File: config.mk
export PLATFORM = sky130hd
export DESIGN_NAME = sid_control_multi_flat
export DESIGN_NICKNAME = d
export VERILOG_FILES = /design/src/rtl/sid_control_multi_if.sv /design/src/rtl/sid_control_multi.sv /design/src/flat_wrapper.sv
export SDC_FILE = /design/constraint.sdc
export NUM_CORES = 1
export LEC_CHECK = 0
export ABC_AREA = 1
export CAP_MARGIN = 0
export CORE_MARGIN = 3
export CORE_UTILIZATION = 25
export DETAILED_ROUTE_END_ITERATION = 10
export GPL_TIMING_DRIVEN = 1
export HOLD_SLACK_MARGIN = 0.15
export PLACE_DENSITY = 0.52
export SETUP_SLACK_MARGIN = 0.4
export SYNTH_ARGS = -nofsm -noshare
export SYNTH_HDL_FRONTEND = slang
export SYNTH_SLANG_ARGS = --single-unit
File: constraint.sdc
create_clock -name clk -period 43.2 [get_ports clk]
set_clock_uncertainty 0.2 [all_clocks]
set_input_delay 8.64 -clock clk [delete_from_list [all_inputs] [get_ports clk]]
set_output_delay 8.64 -clock clk [all_outputs]
set_load 0.01 [all_outputs]
File: src/rtl/sid_control_multi_if.sv
// sid_control_multi_if: SID bus side of the multi-chip control block
interface sid_control_multi_if #(
    parameter int NUM_SIDS = 2
);
    logic                bus_res;
    logic [4:0]          bus_addr;
    logic [7:0]          bus_data;
    logic                bus_phi2;
    logic                bus_r_w_n;
    logic [NUM_SIDS-1:0] cs;
    logic [7:0]          data_o;

    modport master (
        output bus_res, bus_addr, bus_data, bus_phi2, bus_r_w_n, cs,
        input  data_o
    );

    modport slave (
        input  bus_res, bus_addr, bus_data, bus_phi2, bus_r_w_n, cs,
        output data_o
    );
endinterface

File: src/rtl/sid_control_multi.sv
// sid_control_multi: time-multiplexed voice/filter registers for several SID chips,
// with per-chip data-bus fade and lowest-select readback arbitration
module sid_control_multi #(
    parameter int NUM_SIDS    = 2,
    parameter int VOICES      = 3,
    parameter int TTL_MOS6581 = 7,
    parameter int TTL_MOS8580 = 664,
    parameter int AGE_W       = 10,
    parameter int NV          = NUM_SIDS * VOICES,
    parameter int CW          = $clog2(2 * NV + 1)
) (
    input  logic                   clk,
    input  logic                   rst,
    input  logic                   tick_ms,
    input  logic [CW-1:0]          voice_cycle,
    input  logic [NUM_SIDS-1:0]    model,
    input  logic [32*NUM_SIDS-1:0] misc_i,
    sid_control_multi_if.slave     bus,
    output logic [55:0]            voice_o,
    output logic [$clog2(NV)-1:0]  voice_idx_o,
    output logic [31:0]            filter_o
);
    localparam int IW = $clog2(NV);

    logic [55:0]      r_voice [NV];
    logic [31:0]      r_filt  [NUM_SIDS];
    logic [7:0]       r_dval  [NUM_SIDS];
    logic [AGE_W-1:0] r_age   [NUM_SIDS];

    int          w_k, w_slot, w_chip, w_vj, w_byte, w_fbyte, w_rbyte, w_s;
    logic        w_wr, w_rd, w_run, w_commit, w_ftake, w_sel;
    logic [55:0] w_cur, w_new;
    logic [31:0] w_fcur, w_fnew;
    logic [7:0]  w_sdval;

    // Slots 1..NV commit writes, NV+1..2*NV replay the same voices read-only
    always_comb begin
        w_k      = int'(voice_cycle);
        w_run    = w_k >= 1 && w_k <= 2 * NV;
        w_commit = w_k >= 1 && w_k <= NV;
        w_slot   = w_k > NV ? w_k - 1 - NV : w_k - 1;
        w_chip   = w_slot / VOICES;
        w_vj     = w_slot % VOICES;
        w_ftake  = w_commit && w_vj == 0;
        w_byte   = int'(bus.bus_addr) - 7 * w_vj;
        w_fbyte  = int'(bus.bus_addr) - 21;
        w_rbyte  = int'(bus.bus_addr) - 25;
        w_wr     = !bus.bus_phi2 && !bus.bus_r_w_n;
        w_rd     = bus.bus_phi2 && bus.bus_r_w_n && w_rbyte >= 0 && w_rbyte <= 3;
        w_sel    = w_commit && w_wr && |(bus.cs & (NUM_SIDS'(1) << w_chip));
        w_cur    = '0;
        w_fcur   = '0;
        for (int v = 0; v < NV; v++) w_cur = v == w_slot ? r_voice[v] : w_cur;
        for (int c = 0; c < NUM_SIDS; c++) w_fcur = c == w_chip ? r_filt[c] : w_fcur;
        w_new  = w_cur;
        w_fnew = w_fcur;
        for (int b = 0; b < 7; b++)
            if (w_commit && (bus.bus_res || (w_sel && w_byte == b)))
                w_new[55-8*b -: 8] = bus.bus_res ? 8'h00 : bus.bus_data;
        for (int b = 0; b < 4; b++)
            if (w_ftake && (bus.bus_res || (w_sel && w_fbyte == b)))
                w_fnew[31-8*b -: 8] = bus.bus_res ? 8'h00 : bus.bus_data;
        w_s = 0;
        for (int i = NUM_SIDS - 1; i >= 0; i--) w_s = bus.cs[i] ? i : w_s;
        w_sdval = '0;
        for (int i = 0; i < NUM_SIDS; i++) w_sdval = i == w_s ? r_dval[i] : w_sdval;
    end

    assign bus.data_o = rst ? 8'h00 :
                        (|bus.cs && w_rd) ? 8'(misc_i >> (32 * w_s + 8 * w_rbyte)) : w_sdval;

    always_ff @(posedge clk or posedge rst) begin
        if (rst) begin
            for (int v = 0; v < NV; v++) r_voice[v] <= '0;
            for (int c = 0; c < NUM_SIDS; c++) r_filt[c] <= '0;
            voice_o     <= '0;
            voice_idx_o <= '0;
            filter_o    <= '0;
        end else if (w_run) begin
            for (int v = 0; v < NV; v++) if (w_commit && v == w_slot) r_voice[v] <= w_new;
            for (int c = 0; c < NUM_SIDS; c++) if (w_ftake && c == w_chip) r_filt[c] <= w_fnew;
            voice_o     <= w_new;
            voice_idx_o <= IW'(w_slot);
            if (w_vj == 0) filter_o <= w_fnew;
        end
    end

    // Age saturates at the model TTL; a later model change is seen at the next compare
    always_ff @(posedge clk or posedge rst) begin
        if (rst) begin
            for (int i = 0; i < NUM_SIDS; i++) begin
                r_dval[i] <= '0;
                r_age[i]  <= '0;
            end
        end else begin
            for (int i = 0; i < NUM_SIDS; i++) begin
                if (bus.bus_res) begin
                    r_dval[i] <= '0;
                    r_age[i]  <= '0;
                end else if (bus.cs[i] && (w_wr || w_rd)) begin
                    r_dval[i] <= w_rd ? 8'(misc_i >> (32 * i + 8 * w_rbyte)) : bus.bus_data;
                    r_age[i]  <= '0;
                end else if (r_age[i] == (model[i] ? AGE_W'(TTL_MOS8580) : AGE_W'(TTL_MOS6581))) begin
                    r_dval[i] <= '0;
                end else if (voice_cycle == CW'(1)) begin
                    r_age[i] <= r_age[i] + AGE_W'(tick_ms);
                end
            end
        end
    end
endmodule
File: src/flat_wrapper.sv
// flat-port wrapper written by rule: the top's interface ports become plain ports
module sid_control_multi_flat 
#(
    parameter int NUM_SIDS    = 2,
    parameter int VOICES      = 3,
    parameter int TTL_MOS6581 = 7,
    parameter int TTL_MOS8580 = 664,
    parameter int AGE_W       = 10,
    parameter int NV          = NUM_SIDS * VOICES,
    parameter int CW          = $clog2(2 * NV + 1)
)
  (clk, rst, tick_ms, voice_cycle, model, misc_i, voice_o, voice_idx_o, filter_o, bus_bus_res, bus_bus_addr, bus_bus_data, bus_bus_phi2, bus_bus_r_w_n, bus_cs, bus_data_o);
  sid_control_multi_if #(.NUM_SIDS(NUM_SIDS)) bus_i ();
  input  logic clk;
  input  logic rst;
  input  logic tick_ms;
  input  logic [CW-1:0] voice_cycle;
  input  logic [NUM_SIDS-1:0] model;
  input  logic [32*NUM_SIDS-1:0] misc_i;
  output logic [55:0] voice_o;
  output logic [$clog2(NV)-1:0] voice_idx_o;
  output logic [31:0] filter_o;
  input wire logic [$bits(bus_i.bus_res)-1:0] bus_bus_res;
  input wire logic [$bits(bus_i.bus_addr)-1:0] bus_bus_addr;
  input wire logic [$bits(bus_i.bus_data)-1:0] bus_bus_data;
  input wire logic [$bits(bus_i.bus_phi2)-1:0] bus_bus_phi2;
  input wire logic [$bits(bus_i.bus_r_w_n)-1:0] bus_bus_r_w_n;
  input wire logic [$bits(bus_i.cs)-1:0] bus_cs;
  output wire logic [$bits(bus_i.data_o)-1:0] bus_data_o;
  assign bus_i.bus_res = bus_bus_res;
  assign bus_i.bus_addr = bus_bus_addr;
  assign bus_i.bus_data = bus_bus_data;
  assign bus_i.bus_phi2 = bus_bus_phi2;
  assign bus_i.bus_r_w_n = bus_bus_r_w_n;
  assign bus_i.cs = bus_cs;
  assign bus_data_o = bus_i.data_o;
  sid_control_multi #(.NUM_SIDS(NUM_SIDS), .VOICES(VOICES), .TTL_MOS6581(TTL_MOS6581), .TTL_MOS8580(TTL_MOS8580), .AGE_W(AGE_W), .NV(NV), .CW(CW)) u_core (.clk(clk), .rst(rst), .tick_ms(tick_ms), .voice_cycle(voice_cycle), .model(model), .misc_i(misc_i), .bus(bus_i), .voice_o(voice_o), .voice_idx_o(voice_idx_o), .filter_o(filter_o));
endmodule
==> key figures, run 1 <==
GRT
  – Initial antenna violation count: 2
  – GRT overflow: 0
  – Total track usage: between 10% and 20%
  – Largest net degree at the start of global routing: between 150 and 200
  – Number of global-route vias before repair: approximately 30000
  – Global-route wire length before repair: around 180000 um

Route
  – Violation count after the first detailed-routing iteration: around 2800
  – Routed wire length: 116000 um
  – Vias: around 31000
  – Drt drc: 0
  – Routed Antenna Nets: 0
  – Pre-antenna DRT Iters: 5
  – Routed WL per cell: around 18 um
  – Vias per cell: approximately 4.9

Timing
  – Final hold vios: 0
  – Slew Viols, Final: 0
  – Max-slew headroom: a little over a fifth
  – Min Hold Slack: around 0.27 ns
  – Final Setup Violations: 0
  – Final critical-path required period: 29.58 ns
  – Crit share post-route: between 60% and 70%
  – Tightest Pin Transition: around 1.2 ns
  – RSZ-0062 raised after global routing: false
  – Peak Freq: 33.8 MHz
  – Setup TNS: 0 ns

Clock network
  – Clk buf depth: 3
  – Clock slew at reported path FFs: around 0.06 ns
  – Clock sinks: around 530
  – Setup Buffers After CTS: 0
  – # hold bufs at CTS: 0
  – Inserted Clock Buffers: approximately 60
  – TritonCTS clock tree: done
  – CTS Root Cell: clkbuf_16
  – Post-CTS resize count: 0
  – H-tree depth: 2
  – Worst-Skew Late Latency: approximately 0.64 ns

Status
  – Status: complete, no violations

Worst setup path
  – Most frequent CP cell: nand2_1
  – Worst Setup Path Type: input port to flip-flop
  – Largest stage delay on the critical path: approximately 1.1 ns
  – Worst setup EP type: flip-flop
  – CP Data Required Time: ~44 ns
  – Crit path DAT: ~30 ns
  – CP max-delay cell: inv_1
  – CP Launch Type: input port
  – Worst-path fanout max: 41

Die
  – Core ar.: around 0.13 mm2
  – Die area: between 0.1 and 0.15 mm2
  – Chip height: between 300 and 400 um
  – IO Count: 190
  – # rows: 131
  – Die W: between 300 and 400 um
  – Starting density of the core: approximately a quarter

Flow run
  – # Max-Cap Violations: 0

Final layout
  – # diodes: 0
  – Layout cells sized above 1: 5.83%
  – Layout area overhead: 18.1%
  – Final net count: 4854
  – Fin area: around 0.038 mm2

Place
  – Post-DP Area: ~0.036 mm2
  – Post-detail-place hpwl: approximately 70000 um
  – IO buf count: 189
  – Final Wtd Congestion: a little over 0.8

Synthesis
  – Ys flop type: dfrtp_1
  – Sequential area share after synthesis: between 40% and 50%
  – Synthesized Nets: about 4800
  – Post-synth ARST share: 100%
  – Mapped cell area: ~0.032 mm2
  – Post-synthesis register bit count: around 530
  – Synth warn: 0
  – Syn avg cell area: approximately 7.1 um2
  – Number of flops mapped to enable cells by yosys: 0
  – Yosys cell types: 63
  – Instance count of the mapped netlist: 4564

Worst hold path
  – Hold Crit Class: flip-flop to flip-flop
-- sequential cells by signal, indices dropped and copies added, names as in the netlist --
signal and cells:
u_core.r_filt 64, u_core.voice_idx_o 3, u_core.r_age 20, u_core.r_dval 16, u_core.r_voice 336, u_core.filter_o 32, u_core.voice_o 56
-- critical path, delay by kind of cell --
kind / cells / cell delay [ns]
xor+xnor: 1 / 0.20
fa+ha+maj: 9 / 2.15
simple gates: 99 / 11.85
buf+inv: 12 / 3.62
compound gates: 21 / 3.40
-- path summary, 6_finish.rpt --
check / slack, ns / endpoint / cells after the start / startpoint
max in group asynchronous: 31.83 / u_core.voice_o[14] / 4 / rst
setup / recovery: 13.62 / u_core.voice_o[30] / 142 / voice_cycle[0]
hold / removal: 0.27 / u_core.r_voice[244] / 2 / u_core.r_voice[244]
hold reg to reg: 0.27 / u_core.r_voice[244] / 2 / u_core.r_voice[244]
setup reg to reg: 40.81 / u_core.r_age[9] / 11 / u_core.r_age[4]
min in group asynchronous: 8.64 / u_core.r_dval[4] / 2 / rst
-- metal layers --
metal  vias to the layer above  wire length (um)  global-route usage, %
met1                     15100             52400                   22.6
li1                      15200                 -                      -
met5                         -                 0                      0
met3                       166              6420                   2.12
met4                         0              3060                   4.69
met2                       890             54300                   27.9
-- through the flow --
step                      util (%)  worst slack [ns]  cells
after floorplan                  -             18.28   4564
after detailed placement      28.2             13.12   6313
after global routing          29.9             10.88   6427
after CTS                     29.9             13.75   6427
after global placement        28.2             13.85   6313
final                         29.9             13.62   6427
-- layout make-up --
class	instances	area, um2
clock buffer	85	1810
clock inverter	29	345
fill	13800	90000
inverter	351	1330
multi-input combinational	3463	17200
sequential	527	13200
tap	1729	2160
timing repair buffer	243	2310
-- layout by cell type (no fill, tap or decap), types with 6 or more instances in the layout --
cell	n
nand2_1	1649
nand3_1	824
dfrtp_1	527
inv_1	324
o21ai_0	229
clkdlybuf4s50_1	189
a21oi_1	137
nor2_1	135
ha_1	86
clkbuf_16	62
o22ai_1	55
buf_4	53
xor2_1	41
o21ai_1	30
fa_1	30
nand2_2	26
a32o_1	24
nand4_1	20
o211ai_1	19
nor3_1	18
clkinv_2	18
inv_2	17
clkbuf_8	17
nand2_4	13
nand3_2	10
xnor2_1	9
nor4_1	8
a211oi_1	8
a32oi_1	8
nor2_2	7
nor2_4	7
or2_2	6
nand3b_1	6
clkinv_1	6
o21a_1	6
a31oi_1	6
bufinv_16	6
clkbuf_1	6
-- synthesized netlist by cell type (3+ instances only) --
library cell  number  area [um2]
xnor2_1            9        78.8
inv_1            334        1250
nand2_4           12         135
nor2_1           144         541
or2_2              6        37.5
nor4_1             8        50.1
o21a_1             6        45.0
clkinv_1           6        22.5
o41ai_1            4        35.0
xor2_1            41         359
dfrtp_1          527       13200
a32oi_1            8        70.1
a2111oi_0          3        26.3
nor2_2             5        31.3
ha_1              86        1080
inv_2             11        41.3
nand3_2            9        90.1
a32o_1            24         240
a31oi_1            6        37.5
buf_1             16        60.1
nand3b_1           6        45.0
a21oi_1          137         686
fa_1              30         601
nand3_1          829        4150
a211oi_1           8        60.1
nor3_1            18        90.1
o21bai_1           3        22.5
nand2_1         1650        6190
buf_2              7        35.0
o211ai_1          19         143
o21ai_1           30         150
buf_4              9        67.6
o21ai_0          229        1150
nand4_1           20         125
o31ai_2            3        37.5
nand2_2           26         163
clkbuf_1         190         713
o22ai_1           55         344
-- logic make-up after synthesis --
kind of cell	after synthesis	share of synthesized area [%]
fa+ha+maj	116	5.16
mux	1	0.0308
xor+xnor	52	1.45
simple gates	2743	36.2
compound gates	551	9.84
flops	527	40.6
buf+inv	574	6.78
Power of run 1 is not shown: default switching activity piles up to over one toggle a cycle in this logic, so the estimate is an artifact.
==> run 2: changes to the inputs <==
- clock period: 43.2 -> 28.7 ns (I/O delays scaled with it)
==> run 2 against run 1 <==
Wire length increased by 0.40%. Non-clock buffer count increased by 3. Register-to-register slack got worse by 15 ns. Sequential share of layout area about the same. Worst hold slack about the same. Core utilization about the same. First-iteration DRC count decreased by 8.7%. Global-route usage about the same. Setup slack got worse by 11 ns. Sequential cell count unchanged.
==> key figures, run 2 (same netlist as run 1, synthesis figures left out) <==
Status
  – Status: complete, no violations

Flow run
  – # Max-Cap Violations: 0 (unchanged)

Final layout
  – Util after Layout: 29.9% (about the same)
  – Most frequent cells in the layout: 1649 x nand2_1, 824 x nand3_1, 527 x dfrtp_1, 323 x inv_1, 229 x o21ai_0
  – Biggest register: u_core.r_voice
  – Reg area: 0.0132 mm2 (unchanged)
  – Layout area overhead: 18.0% (about the same)
  – Multi-input logic area: 0.0172 mm2 (about the same)
  – Final net count: 4857 (+0.062%)
  – Layout cells sized above 1: 5.77% (-0.066 points)
  – Max reg flops: 336 (unchanged)
  – Top Registers: u_core.r_voice: 336 flops, u_core.r_filt: 64 flops, u_core.voice_o: 56 flops
  – Fill cells: 13900 (+0.12%)
  – Most common cell after layout, fill and taps aside: nand2_1

Worst setup path
  – CP Data Required Time: 29.06 ns (-14.51 ns)
  – Worst-path fanout max: 24 (-41%)
  – CP Launch Type: input port
  – Most frequent CP cell: nand2_1
  – CP max-delay cell: fa_1
  – Worst Setup Path Type: input port to flip-flop
  – Largest stage delay on the critical path: 0.54 ns (-0.53 ns)
  – Crit path DAT: 26.11 ns (-3.84 ns)
  – Worst setup EP type: flip-flop

Timing
  – Setup TNS: 0 ns (unchanged)
  – Final critical-path required period: roughly 26 ns
  – Final Setup Violations: 0 (unchanged)
  – Max-slew headroom: 25.2% (+4.3 points)
  – Slew Viols, Final: 0 (unchanged)
  – RSZ-0062 raised after global routing: false
  – Tightest Pin Transition: 1.12 ns (-0.0648 ns)
  – Crit share post-route: around nine tenths
  – Final hold vios: 0 (unchanged)
  – Peak Freq: between 30 and 40 MHz

Clock network
  – Clk buf depth: 3 (unchanged)
  – TritonCTS clock tree: done
  – Inserted Clock Buffers: 61 (unchanged)
  – CTS Root Cell: clkbuf_16
  – H-tree depth: 2 (unchanged)
  – Worst-Skew Late Latency: 0.64 ns (about the same)
  – # hold bufs at CTS: 0 (unchanged)
  – Clock slew at reported path FFs: 0.06 ns (about the same)
  – Clock sinks: 527 (unchanged)

Die
  – Die area: 0.134 mm2 (unchanged)
  – Core ar.: 0.128 mm2 (unchanged)
  – # rows: 131 (unchanged)
  – IO Count: 190 (unchanged)
  – Die W: 367 um (unchanged)
  – Chip height: 367 um (unchanged)
  – Starting density of the core: 25.3% (unchanged)

Route
  – Vias per cell: 4.86 (-0.30%)
  – Routed Antenna Nets: 0 (unchanged)
  – Routed WL per cell: 18.1 um (+0.35%)
  – Drt drc: 0 (unchanged)
  – Vias: 31300 (-0.26%)
  – Pre-antenna DRT Iters: 6 (+1)
  – Routed wire length: 117000 um (+0.40%)
  – Violation count after the first detailed-routing iteration: 2583 (-8.7%)

GRT
  – Global-route wire length before repair: 180000 um (+0.45%)
  – Number of global-route vias before repair: 30100 (-0.089%)
  – Total track usage: 16.7% (+0.027 points)
  – Largest net degree at the start of global routing: 158 (unchanged)
  – Initial antenna violation count: 0 (-2)
  – GRT overflow: 0 (unchanged)

Worst hold path
  – Hold Crit Class: flip-flop to flip-flop

Place
  – IO buf count: 189 (unchanged)
  – Final Wtd Congestion: 0.824 (+0.81%)
  – Post-detail-place hpwl: 71800 um (+0.37%)
run 2: cell count changes in the layout (fill, tap and decap cells not counted), sizes merged:
cell	delta
bufinv	-1
diode	+1
inv	-3
buf	+3
clkbuf	+3
run 2: routing by layer:
| metal | wire [um] | up-vias | track usage (%) | share of wire [%] |
|---|---|---|---|---|
| met5 | 0 | - | 0 | 0 |
| met4 | 2640 | 0 | 4.08 | 2.3 |
| met3 | 6530 | 150 | 2.51 | 5.6 |
| met2 | 55000 | 819 | 28.2 | 47 |
| met1 | 52400 | 15100 | 22.5 | 45 |
| li1 | - | 15200 | - | - |
run 2: cell type report:
| class | count | share of cell area, % |
|---|---|---|
| repair buffers | 246 | 6.08 |
| well taps | 1729 | 5.64 |
| diodes | 1 | 0.00653 |
| clock inverters | 25 | 0.760 |
| multi-input cells | 3463 | 44.9 |
| inverters | 351 | 3.48 |
| clock buffers | 88 | 4.70 |
| flip-flops and latches | 527 | 34.4 |
run 2: worst paths after layout:
kind | slack [ns] | start | endpoint | cells after the start
max in group asynchronous | 20.24 | rst | u_core.r_voice[237] | 4
worst max register to register | 26.30 | u_core.r_age[4] | u_core.r_age[9] | 11
min in group asynchronous | 5.76 | rst | u_core.r_dval[3] | 2
worst min-delay path | 0.27 | u_core.r_voice[11] | u_core.r_voice[11] | 2
worst min register to register | 0.27 | u_core.r_voice[11] | u_core.r_voice[11] | 2
worst max-delay path | 2.95 | voice_cycle[0] | u_core.voice_o[30] | 148
run 2: what timing repair did:
item / in CTS / in global routing
endpoints found under the setup margin: 0 / 248
gates resized for setup: 0 / 2
setup buffers: 0 / 0
run 2: worst max-delay path: cells and delay by family:
kind / cells / cell delay [ns]
compound gates: 21 / 3.29
xor+xnor: 3 / 0.69
fa+ha+maj: 11 / 2.92
buf+inv: 15 / 2.61
simple gates: 98 / 10.84
run 2: metrics by stage:
step                area (um2)  instances  hold slack [ns]  setup slack (ns)
floorplan                32500       4564            0.244              6.68
global placement         36200       6316            0.257              2.98
detailed placement       36200       6316            0.260              2.33
CTS                      38300       6429            0.276              2.93
global route             38300       6429            0.289             0.428
finish                   38300       6430            0.274              2.95
Power of run 2 is left out for the same reason.
